$ cat src/rtl/bomberman_pkg.sv
// bomberman_pkg: move codes, pad button indices and the button-to-move encoder shared with the game FSM.
package bomberman_pkg;

    typedef enum logic [2:0] {
        NONE  = 3'd0,
        UP    = 3'd1,
        DOWN  = 3'd2,
        LEFT  = 3'd3,
        RIGHT = 3'd4,
        BOMB  = 3'd5
    } move_t;

    typedef enum logic [2:0] {IDLE, LATCH, CLK_LO, CLK_HI, DONE} pad_state_t;

    localparam int BTN_B      = 0;
    localparam int BTN_Y      = 1;
    localparam int BTN_SELECT = 2;
    localparam int BTN_START  = 3;
    localparam int BTN_UP     = 4;
    localparam int BTN_DOWN   = 5;
    localparam int BTN_LEFT   = 6;
    localparam int BTN_RIGHT  = 7;
    localparam int BTN_A      = 8;
    localparam int BTN_X      = 9;
    localparam int BTN_L      = 10;
    localparam int BTN_R      = 11;

    // Opposing directions fall out of the priority order: Up beats Down, Left beats Right.
    function automatic move_t encode_move(input logic [11:0] b);
        return (b[BTN_A] | b[BTN_B]) ? BOMB :
               b[BTN_UP]             ? UP   :
               b[BTN_DOWN]           ? DOWN :
               b[BTN_LEFT]           ? LEFT :
               b[BTN_RIGHT]          ? RIGHT : NONE;
    endfunction

endpackage

$ cat src/rtl/sync2.sv
// sync2: two-flop synchronizer; resets to 1 so an unplugged or idle pad reads as released.
module sync2 (
    input  logic clk,
    input  logic reset,
    input  logic d,
    output logic q
);
    logic meta;

    always_ff @(posedge clk or posedge reset)
        if (reset) {q, meta} <= 2'b11;
        else       {q, meta} <= {meta, d};

endmodule

$ cat src/rtl/snes_pad_reader.sv
// snes_pad_reader: polls one SNES pad at a fixed rate and turns its button word into a move code and Start pulse.
module snes_pad_reader
    import bomberman_pkg::*;
#(
    parameter int HALF_CYC = 300,
    parameter int POLL_CYC = 833333
) (
    input  logic        clk,
    input  logic        reset,
    input  logic        pad_data,
    output logic        pad_latch,
    output logic        pad_clk,
    output logic [11:0] buttons,
    output move_t       move,
    output logic        frame_valid,
    output logic        start_pulse
);
    localparam int PW = $clog2(POLL_CYC);
    localparam int HW = $clog2(2 * HALF_CYC);

    pad_state_t    state;
    logic [PW-1:0] poll;
    logic [HW-1:0] phase;
    logic [3:0]    idx;
    logic [11:0]   shift;
    logic          prev_start;
    logic          sd;
    logic          wrap;
    logic          half_end;

    sync2 u_sync (.clk(clk), .reset(reset), .d(pad_data), .q(sd));

    assign wrap     = poll == PW'(POLL_CYC - 1);
    assign half_end = phase == HW'(HALF_CYC - 1);

    always_ff @(posedge clk or posedge reset)
        if (reset) poll <= '0;
        else       poll <= wrap ? '0 : poll + 1'b1;

    // Samples shift in at the top so after twelve bits bit 0 holds B; bits 12-15 are never captured.
    always_ff @(posedge clk or posedge reset) begin
        if (reset) begin
            state       <= IDLE;
            phase       <= '0;
            idx         <= '0;
            shift       <= '0;
            prev_start  <= 1'b0;
            pad_latch   <= 1'b0;
            pad_clk     <= 1'b1;
            buttons     <= '0;
            move        <= NONE;
            frame_valid <= 1'b0;
            start_pulse <= 1'b0;
        end else begin
            case (state)
                IDLE: if (wrap) begin
                    state     <= LATCH;
                    pad_latch <= 1'b1;
                    phase     <= '0;
                end
                LATCH: if (phase == HW'(2 * HALF_CYC - 1)) begin
                    state     <= CLK_LO;
                    pad_latch <= 1'b0;
                    pad_clk   <= 1'b0;
                    phase     <= '0;
                    idx       <= '0;
                end else phase <= phase + 1'b1;
                CLK_LO: if (half_end) begin
                    if (idx < 4'd12) shift <= {~sd, shift[11:1]};
                    state   <= CLK_HI;
                    pad_clk <= 1'b1;
                    phase   <= '0;
                end else phase <= phase + 1'b1;
                CLK_HI: if (half_end) begin
                    phase <= '0;
                    if (idx == 4'd15) begin
                        state       <= DONE;
                        buttons     <= shift;
                        move        <= encode_move(shift);
                        frame_valid <= 1'b1;
                        start_pulse <= shift[BTN_START] & ~prev_start;
                        prev_start  <= shift[BTN_START];
                    end else begin
                        state   <= CLK_LO;
                        pad_clk <= 1'b0;
                        idx     <= idx + 4'd1;
                    end
                end else phase <= phase + 1'b1;
                DONE: begin
                    state       <= IDLE;
                    frame_valid <= 1'b0;
                    start_pulse <= 1'b0;
                end
                default: state <= IDLE;
            endcase
        end
    end

endmodule

$ cat config.mk
export PLATFORM = sky130hd
export DESIGN_NAME = snes_pad_reader
export DESIGN_NICKNAME = d
export VERILOG_FILES = /design/src/rtl/bomberman_pkg.sv /design/src/rtl/sync2.sv /design/src/rtl/snes_pad_reader.sv
export SDC_FILE = /design/constraint.sdc
export NUM_CORES = 1
export LEC_CHECK = 0
export ABC_CLOCK_PERIOD_IN_PS = 3000
export CELL_PAD_IN_SITES_DETAIL_PLACEMENT = 0
export CELL_PAD_IN_SITES_GLOBAL_PLACEMENT = 2
export CORE_ASPECT_RATIO = 1.75
export CORE_UTILIZATION = 39
export CTS_CLUSTER_DIAMETER = 100
export CTS_CLUSTER_SIZE = 30
export DETAILED_ROUTE_END_ITERATION = 10
export GPL_ROUTABILITY_DRIVEN = 0
export PLACE_DENSITY = 0.79
export SYNTH_ARGS = -nofsm -noshare
export SYNTH_HDL_FRONTEND = slang
export SYNTH_SLANG_ARGS = --single-unit
$ cat constraint.sdc
create_clock -name clk -period 3 [get_ports clk]
set_input_delay 0.9 -clock clk [delete_from_list [all_inputs] [get_ports clk]]
set_output_delay 0.9 -clock clk [all_outputs]
set_load 0.02 [all_outputs]
==> results summary, run 1 <==
The run finished with clean final reports. Clock latency on the worst-skew pair, taken at its later pin, is 0.33 ns. The initial antenna violation count came to 0. The final net count came out at 350. The per-cell routed wire length came out at ~15 µm. The via count of the routed design came out at between 2000 and 2500. The detailed placer's ending HPWL is 4850 µm.

The internal cell power came out at around 1.6 mW. Along the worst path, the maximum fanout reaches 2. The setup TNS after final layout is 0 ns. The proportion of power drawn by the clock network is between 50% and 60%. Yosys mapped a number of flops with a built-in enable equal to 0. In this run, the number of DRC markers left after iteration 0 of detailed routing was between 150 and 200.

The reported leakage power came out at ~1.8 nW. Counting flops with an async set or reset pin after synthesis yields a share of 100%. The number of input and output port buffers inserted came out at 21.

The number of flip-flops and latches in the synthesized netlist is 70. The total number of clock tree sinks came out at 70. The die footprint is between 0.009 and 0.01 mm². The largest clock skew in the final design is approximately 0.011 ns. The largest stage delay on the critical path is about 0.6 ns. The clock tree synthesis step divided the H-tree into 3 levels. STA classifies the critical path endpoint as a primary output.

The vertical extent of the die came out at between 100 and 150 µm. The average vias per placed instance came out at roughly 5.2. The length in cells of the worst reg-to-reg path is 7. The clock transition at the registers of the reported paths came out at 0.05 ns. The area fraction of the dominant cell type after synthesis is approximately 50%. The worst hold path belongs to the class flop to flop. For this run, the register share of the synthesized area comes to about half. The critical path's top delay family is buffers and inverters.

The boundary pin count came out at 22. The hold violation total from the final report is 0. The number of synthesis warnings is 0. The synthesized area per cell came out at approximately 11 µm². By count the netlist is led by sky130_fd_sc_hd__dfrtp_1, sky130_fd_sc_hd__nor2_1, sky130_fd_sc_hd__inv_1. The synthesis-to-finish area growth is 19.3%. The number of slew-limit violations in the final report came to 0. The first-pass GRT wire length is 11700 µm.

The maximum number of pins on one net before global-route repair is approximately 70. Of the total power, the share spent switching nets is 20.8%. The cell area after technology mapping came out at ~0.0034 mm². The worst setup path is of the flop to primary output kind. The synthesized instance count is ~310. In this run the number of cells on the critical path is 1. In this run the worst setup path terminates at pad_clk. By area the synthesized netlist is led by sky130_fd_sc_hd__dfrtp_1, sky130_fd_sc_hd__mux2_2, sky130_fd_sc_hd__xnor2_1, sky130_fd_sc_hd__mux2_4, sky130_fd_sc_hd__nor2_1. The critical path goes through clkdlybuf4s50_1. The wire length reported by the detailed router came out at between 6000 and 7000 µm. The worst setup path startpoint is pad_clk.

The remaining max-slew budget at the tightest pin came out at around two thirds. Once routing completed, OpenROAD measured the worst setup slack at between 0.6 and 0.7 ns. The commonest register cell after synthesis is sky130_fd_sc_hd__dfrtp_1. The floorplan has 44 rows. At the pin with the least slew margin, the transition time is about 0.47 ns. The share of total power in combinational logic is roughly 1.2%. Of all cell types, the one taking the most synthesized area is sky130_fd_sc_hd__dfrtp_1.

In the final layout, the share of cells above drive strength 1 is between 15 and 20%. The startpoint identified for the worst register-to-register timing path is phase[0]. The total overflow left after global routing is 0.

The required time of the critical path came out at 2.10 ns. Setup repair after global routing left no endpoint under its margin. The CTS tree is built. Sequential cells burn a little under half of the power.

The final worst-path cycle share is approximately 79%. The peak supply drop came out at 0.440 mV. The cell type of the slowest stage on the worst timing path is sky130_fd_sc_hd__clkdlybuf4s50_1. In this run the critical register-to-register path is captured at move[0]. After clock tree synthesis, the setup repair step added 0 buffers.

At the worst endpoint, the arrival time is 1.47 ns. Global routing used 17.1% of the available tracks across all layers. The worst slack after detailed placement came out at approximately 0.77 ns.

The synthesized net count came out at between 300 and 400. For this run, the detailed router's first-pass iteration total came to 4. The starting density of the core is between 40 and 50%. The post-layout minimum cycle time is around 2.4 ns.

In the routed design, unresolved DRC markers number 0. For this design the ratio of total power to cell area is between 400 and 500 mW/mm². In this run the power spent charging and discharging nets is about 0.42 mW.

Across the run, the number of max-cap violations was 0. The top achievable clock speed came out at between 400 and 500 MHz. The core outline area came out at between 0.008 and 0.009 mm². The setup slack on the worst flop-to-flop path came out at slightly below 0.8 ns. In this run the remaining antenna-violating nets after routing total 0. The via count of the first global-routing pass came to about 2400.

The number of buffers and inverters on the critical path is 1. The final-report setup violation count came out at 0. The repair_antennas step left the layout with diodes totalling 0. The number of distinct library cells after synthesis came out at 50. The worst setup path is launched from a flop. The number of gates resized after CTS came out at 0.

The worst hold path passes through 0 cells. In this run the clock root is driven by a sky130_fd_sc_hd__clkbuf_16. After clock tree synthesis, the flow added hold-fix buffers numbering 0. The die is 72.6 µm wide. The most repeated cell in the gate-level netlist after synthesis is sky130_fd_sc_hd__dfrtp_1. The clock buffer count from CTS came out at 9. The worst-case clock buffer depth came out at 2.
[power by group through the flow]
| stage | logic [mW] | clock network [mW] | registers, mW |
|---|---|---|---|
| 2_1_floorplan | 0.0137 | 0 | 0.964 |
| 3_3_place_gp | 0.0254 | 0 | 0.964 |
| 4_1_cts | 0.0256 | 1.07 | 0.947 |
| 5_1_grt | 0.0283 | 1.10 | 0.947 |
| 3_5_place_dp | 0.0254 | 0 | 0.964 |
| 6_report | 0.0238 | 1.04 | 0.947 |
[cell type report]
class                      count  area [µm²]
clock buffer                  10         229
clock inverter                 6        63.8
fill                         821        4310
inverter                      20        75.1
multi-input combinational    213        1510
sequential                    70        1760
tap                          115         144
timing repair buffer          29         283
[stage by stage]
stage,total power [mW],hold WS [ns],instances,utilization (%),cell area [µm²]
global placement,0.990,0.347,447,45.0,3770
finish,2.01,0.356,463,48.5,4060
floorplan,0.978,0.345,314,-,3400
global route,2.08,0.363,463,48.5,4060
detailed placement,0.990,0.348,447,45.0,3770
CTS,2.04,0.357,463,48.5,4060
[cells by family after synthesis]
group	Yosys count	share of synthesized area [%]
AND/OR/NAND/NOR	114	19.0
AO/OA/AOI/OAI	49	9.38
multiplexers	29	10.1
flip-flops	70	51.6
adder cells (fa/ha/maj)	4	1.47
buffers and inverters	31	4.05
XOR/XNOR	17	4.38
[flip-flops by register name, summed over array words and instances (netlist names)]
signal,flops
u_sync.meta,1
frame_valid,1
state,3
pad_clk,1
poll,20
idx,4
start_pulse,1
shift,12
phase,10
buttons,12
move,3
u_sync.q,1
pad_latch,1
[placed cells by master (no fill, tap or decap), types with 5 or more instances in the layout]
master	instances
sky130_fd_sc_hd__o22ai_1	8
sky130_fd_sc_hd__nor4_1	5
sky130_fd_sc_hd__nor2_1	22
sky130_fd_sc_hd__clkbuf_16	9
sky130_fd_sc_hd__buf_4	7
sky130_fd_sc_hd__dfrtp_1	67
sky130_fd_sc_hd__nor3_1	13
sky130_fd_sc_hd__mux2_4	6
sky130_fd_sc_hd__nand3_1	12
sky130_fd_sc_hd__nand2_1	17
sky130_fd_sc_hd__inv_1	19
sky130_fd_sc_hd__nand4_1	12
sky130_fd_sc_hd__a21oi_1	5
sky130_fd_sc_hd__xnor2_1	11
sky130_fd_sc_hd__xor2_1	6
sky130_fd_sc_hd__mux2_2	19
sky130_fd_sc_hd__clkdlybuf4s50_1	21
sky130_fd_sc_hd__o21ai_0	15
[metal layers]
metal / vias up / routed length, µm / global-route usage, %
li1: 1187 / - / -
met1: 1184 / 2920 / 19.5
met2: 32 / 3660 / 29.0
met3: 13 / 189 / 3.87
met4: 0 / 175 / 9.00
met5: - / 0 / 0
[worst min path at each step]
stage / start / to
final: u_sync.meta / u_sync.q
after global routing: u_sync.meta / u_sync.q
after CTS: u_sync.meta / u_sync.q
after detailed placement: u_sync.meta / u_sync.q
after global placement: u_sync.meta / u_sync.q
after floorplan: u_sync.meta / u_sync.q
Note: power is estimated with default switching activity, not from simulation.
==> run 2: changes to the inputs <==
- ABC_CLOCK_PERIOD_IN_PS: 3000 -> 2230
- clock period: 3 -> 2.23 ns (I/O delays scaled with it)
==> results summary, run 2 (synthesis gave the netlist of run 1 again) <==
The flow ran to the end, and the final reports show no timing, DRC or antenna violations. The total number of clock tree sinks came out at 70. The initial antenna violation count came out at 0. The post-detailed-route count of antenna-violating nets is 0. The number of buffers inserted for hold repair after clock tree synthesis is 0. The die covers between 0.009 and 0.01 mm². In this run the count of I/O pins placed on the die edge is 22. The global-route met2 utilization came out at a little under a third. For the final database, setup skew stands at ~0.0040 ns. The post-layout minimum cycle time came out at around 2.1 ns. The remaining max-slew budget at the tightest pin came out at between 70% and 80%. IR analysis of the VDD net gives a maximum drop of 0.450 mV. In this run the most critical hold path is launched from u_sync.meta. The first TritonRoute pass finished after 4 iterations.

The number of input and output port buffers inserted came out at 21. The routed layout has between 2000 and 3000 vias. The worst hold path terminates at u_sync.q. The final worst-path cycle share came out at around 96%. The core outline area is ~0.0084 mm². The clock tree root buffer cell is sky130_fd_sc_hd__clkbuf_16. Post-CTS timing repair inserted 0 buffers for setup. The first global-routing pass estimated around 13000 µm of wire.

In this run the number of H-tree levels came out at 3. The maximum fanout along the worst path came out at 2. The final-report setup violation count is 0. The startpoint identified for the worst register-to-register timing path is poll[1].

The number of slew-limit violations in the final report came out at 0. Walking the worst path, the cells encountered are clkdlybuf4s50_1. After detailed routing, the number of vias per cell comes to 5.20. The worst register-to-register path ends at state[0]. The clock transition at the registers of the reported paths came out at approximately 0.060 ns. The global route total overflow is 0. The cell type of the slowest stage on the worst timing path is sky130_fd_sc_hd__clkdlybuf4s50_1. Once detailed placement completed, the half-perimeter wirelength came to ~5400 µm.

Row generation in the floorplan step produced 44 rows. The worst setup path is launched from a flop. The vertical extent of the die is between 100 and 150 µm. Global routing used under 10% of the available met3 tracks. The global-route usage over all layers is between 10% and 20%. The final net count came out at around 370. The transition time at the pin with the least slew margin came out at roughly 0.36 ns. The register with the most flip-flops in the final layout is poll. The required time of the critical path is 1.56 ns. The width of the die is 72.6 µm. The worst slack after detailed placement came out at just under 0.1 ns. The worst-case clock buffer depth came out at 2. The length in cells of the worst reg-to-reg path came out at 6. The element type at the critical path end is a primary output. The met1 routing resource usage after global routing is 20.9%.

The power per cell area came out at between 600 and 700 mW/mm². TritonCTS built the clock tree. The setup slack on the worst flop-to-flop path came out at approximately 0.11 ns. The total power after layout is about 2.6 mW. The setup TNS after final layout came out at 0 ns. The worst-skew pair later-pin latency came out at approximately 0.33 ns. The largest stage delay on the critical path is approximately 0.60 ns. Summed over all layers, the routed wires come to between 7000 and 8000 µm. The maximum number of pins on one net before global-route repair is about 40.

Setup repair after global routing left no endpoint under its margin. The number of buffers and inverters on the critical path is 1. Setup slack on the critical path of the routed design comes to between 0.09 and 0.1 ns. The reported leakage power came out at roughly 1.9 nW. The critical path arrival came out at roughly 1.5 ns. Based on the critical path, the design can be clocked at up to approximately 470 MHz.

By startpoint and endpoint, the worst setup path is classified as flop to primary output. The count of unresolved DRC violations after routing came out at 0. The number of violations reported at the end of detailed-routing iteration 0 came out at 94. In this run the worst hold path is classified as flop to flop. The number of gates resized after CTS is 0.

The via count of the first global-routing pass is roughly 2600. The antenna diode count is 0. Leaving out fill and tap cells, the most frequent cells in the layout are sky130_fd_sc_hd__dfrtp_1, sky130_fd_sc_hd__buf_4, sky130_fd_sc_hd__nor2_1.

The routing layer with the top usage in global route is met2. Cells with a size suffix above 1 make up a little over a fifth of the layout. The number of fill cells in the layout is approximately 800. The largest registers in the layout are poll (20), buttons (12), shift (12). The synthesis-to-finish area growth is 23.9%. The critical path's top delay family is buffers and inverters. The clock buffer count from CTS came out at 9. The most frequent standard cell in the layout excluding fill and tap cells is sky130_fd_sc_hd__dfrtp_1.

The flip-flop count of the largest register after layout is 20. The tool flagged a number of max-cap violations equal to 0. The starting density of the core is between 40 and 50%. The per-cell routed wire length is 15.5 µm. The hold violation total from the final report is 0.

The number of instances on the worst hold path is 0.
run 2: where the power goes:
| group | internal (mW) | switching, mW |
|---|---|---|
| Combinational | 0.0105 | 0.0266 |
| Clock | 0.783 | 0.546 |
| Sequential | 1.27 | 0.000387 |
run 2: how the worst max path moves through the flow:
| stage | start | to | slack, ns | cells past startpoint |
|---|---|---|---|---|
| finish | pad_clk | pad_clk | 0.1 | 1 |
| global route | poll[1] | state[0] | 0.02 | 6 |
| CTS | pad_clk | pad_clk | 0.07 | 1 |
| detailed placement | poll[1] | state[0] | 0.1 | 6 |
| global placement | poll[1] | state[0] | 0.14 | 6 |
| floorplan | phase[6] | buttons[0] | 0.12 | 7 |
run 2: area by class of cell:
class                           count  area (µm²)  area share [%]
Sequential cell                    70        1760            41.6
Multi-Input combinational cell    213        1510            35.8
Timing Repair Buffer               48         450            10.7
Clock buffer                       11         243            5.76
Tap cell                          115         144            3.41
Inverter                           20        78.8            1.87
Clock inverter                      5        35.0           0.831
run 2: metrics by stage:
step | utilization [%] | std cells | hold slack [ns] | cell area (µm²)
final | 50.4 | 482 | 0.354 | 4220
after global routing | 50.4 | 482 | 0.363 | 4220
after CTS | 50.4 | 482 | 0.355 | 4220
after detailed placement | 47.1 | 466 | 0.347 | 3940
after global placement | 47.1 | 466 | 0.347 | 3940
after floorplan | - | 314 | 0.345 | 3410
run 2: metal layers:
metal	part of all wire, %	up-vias
met5	0	-
met4	2.8	0
met2	55	34
met1	40	1228
met3	2.2	16
li1	-	1228
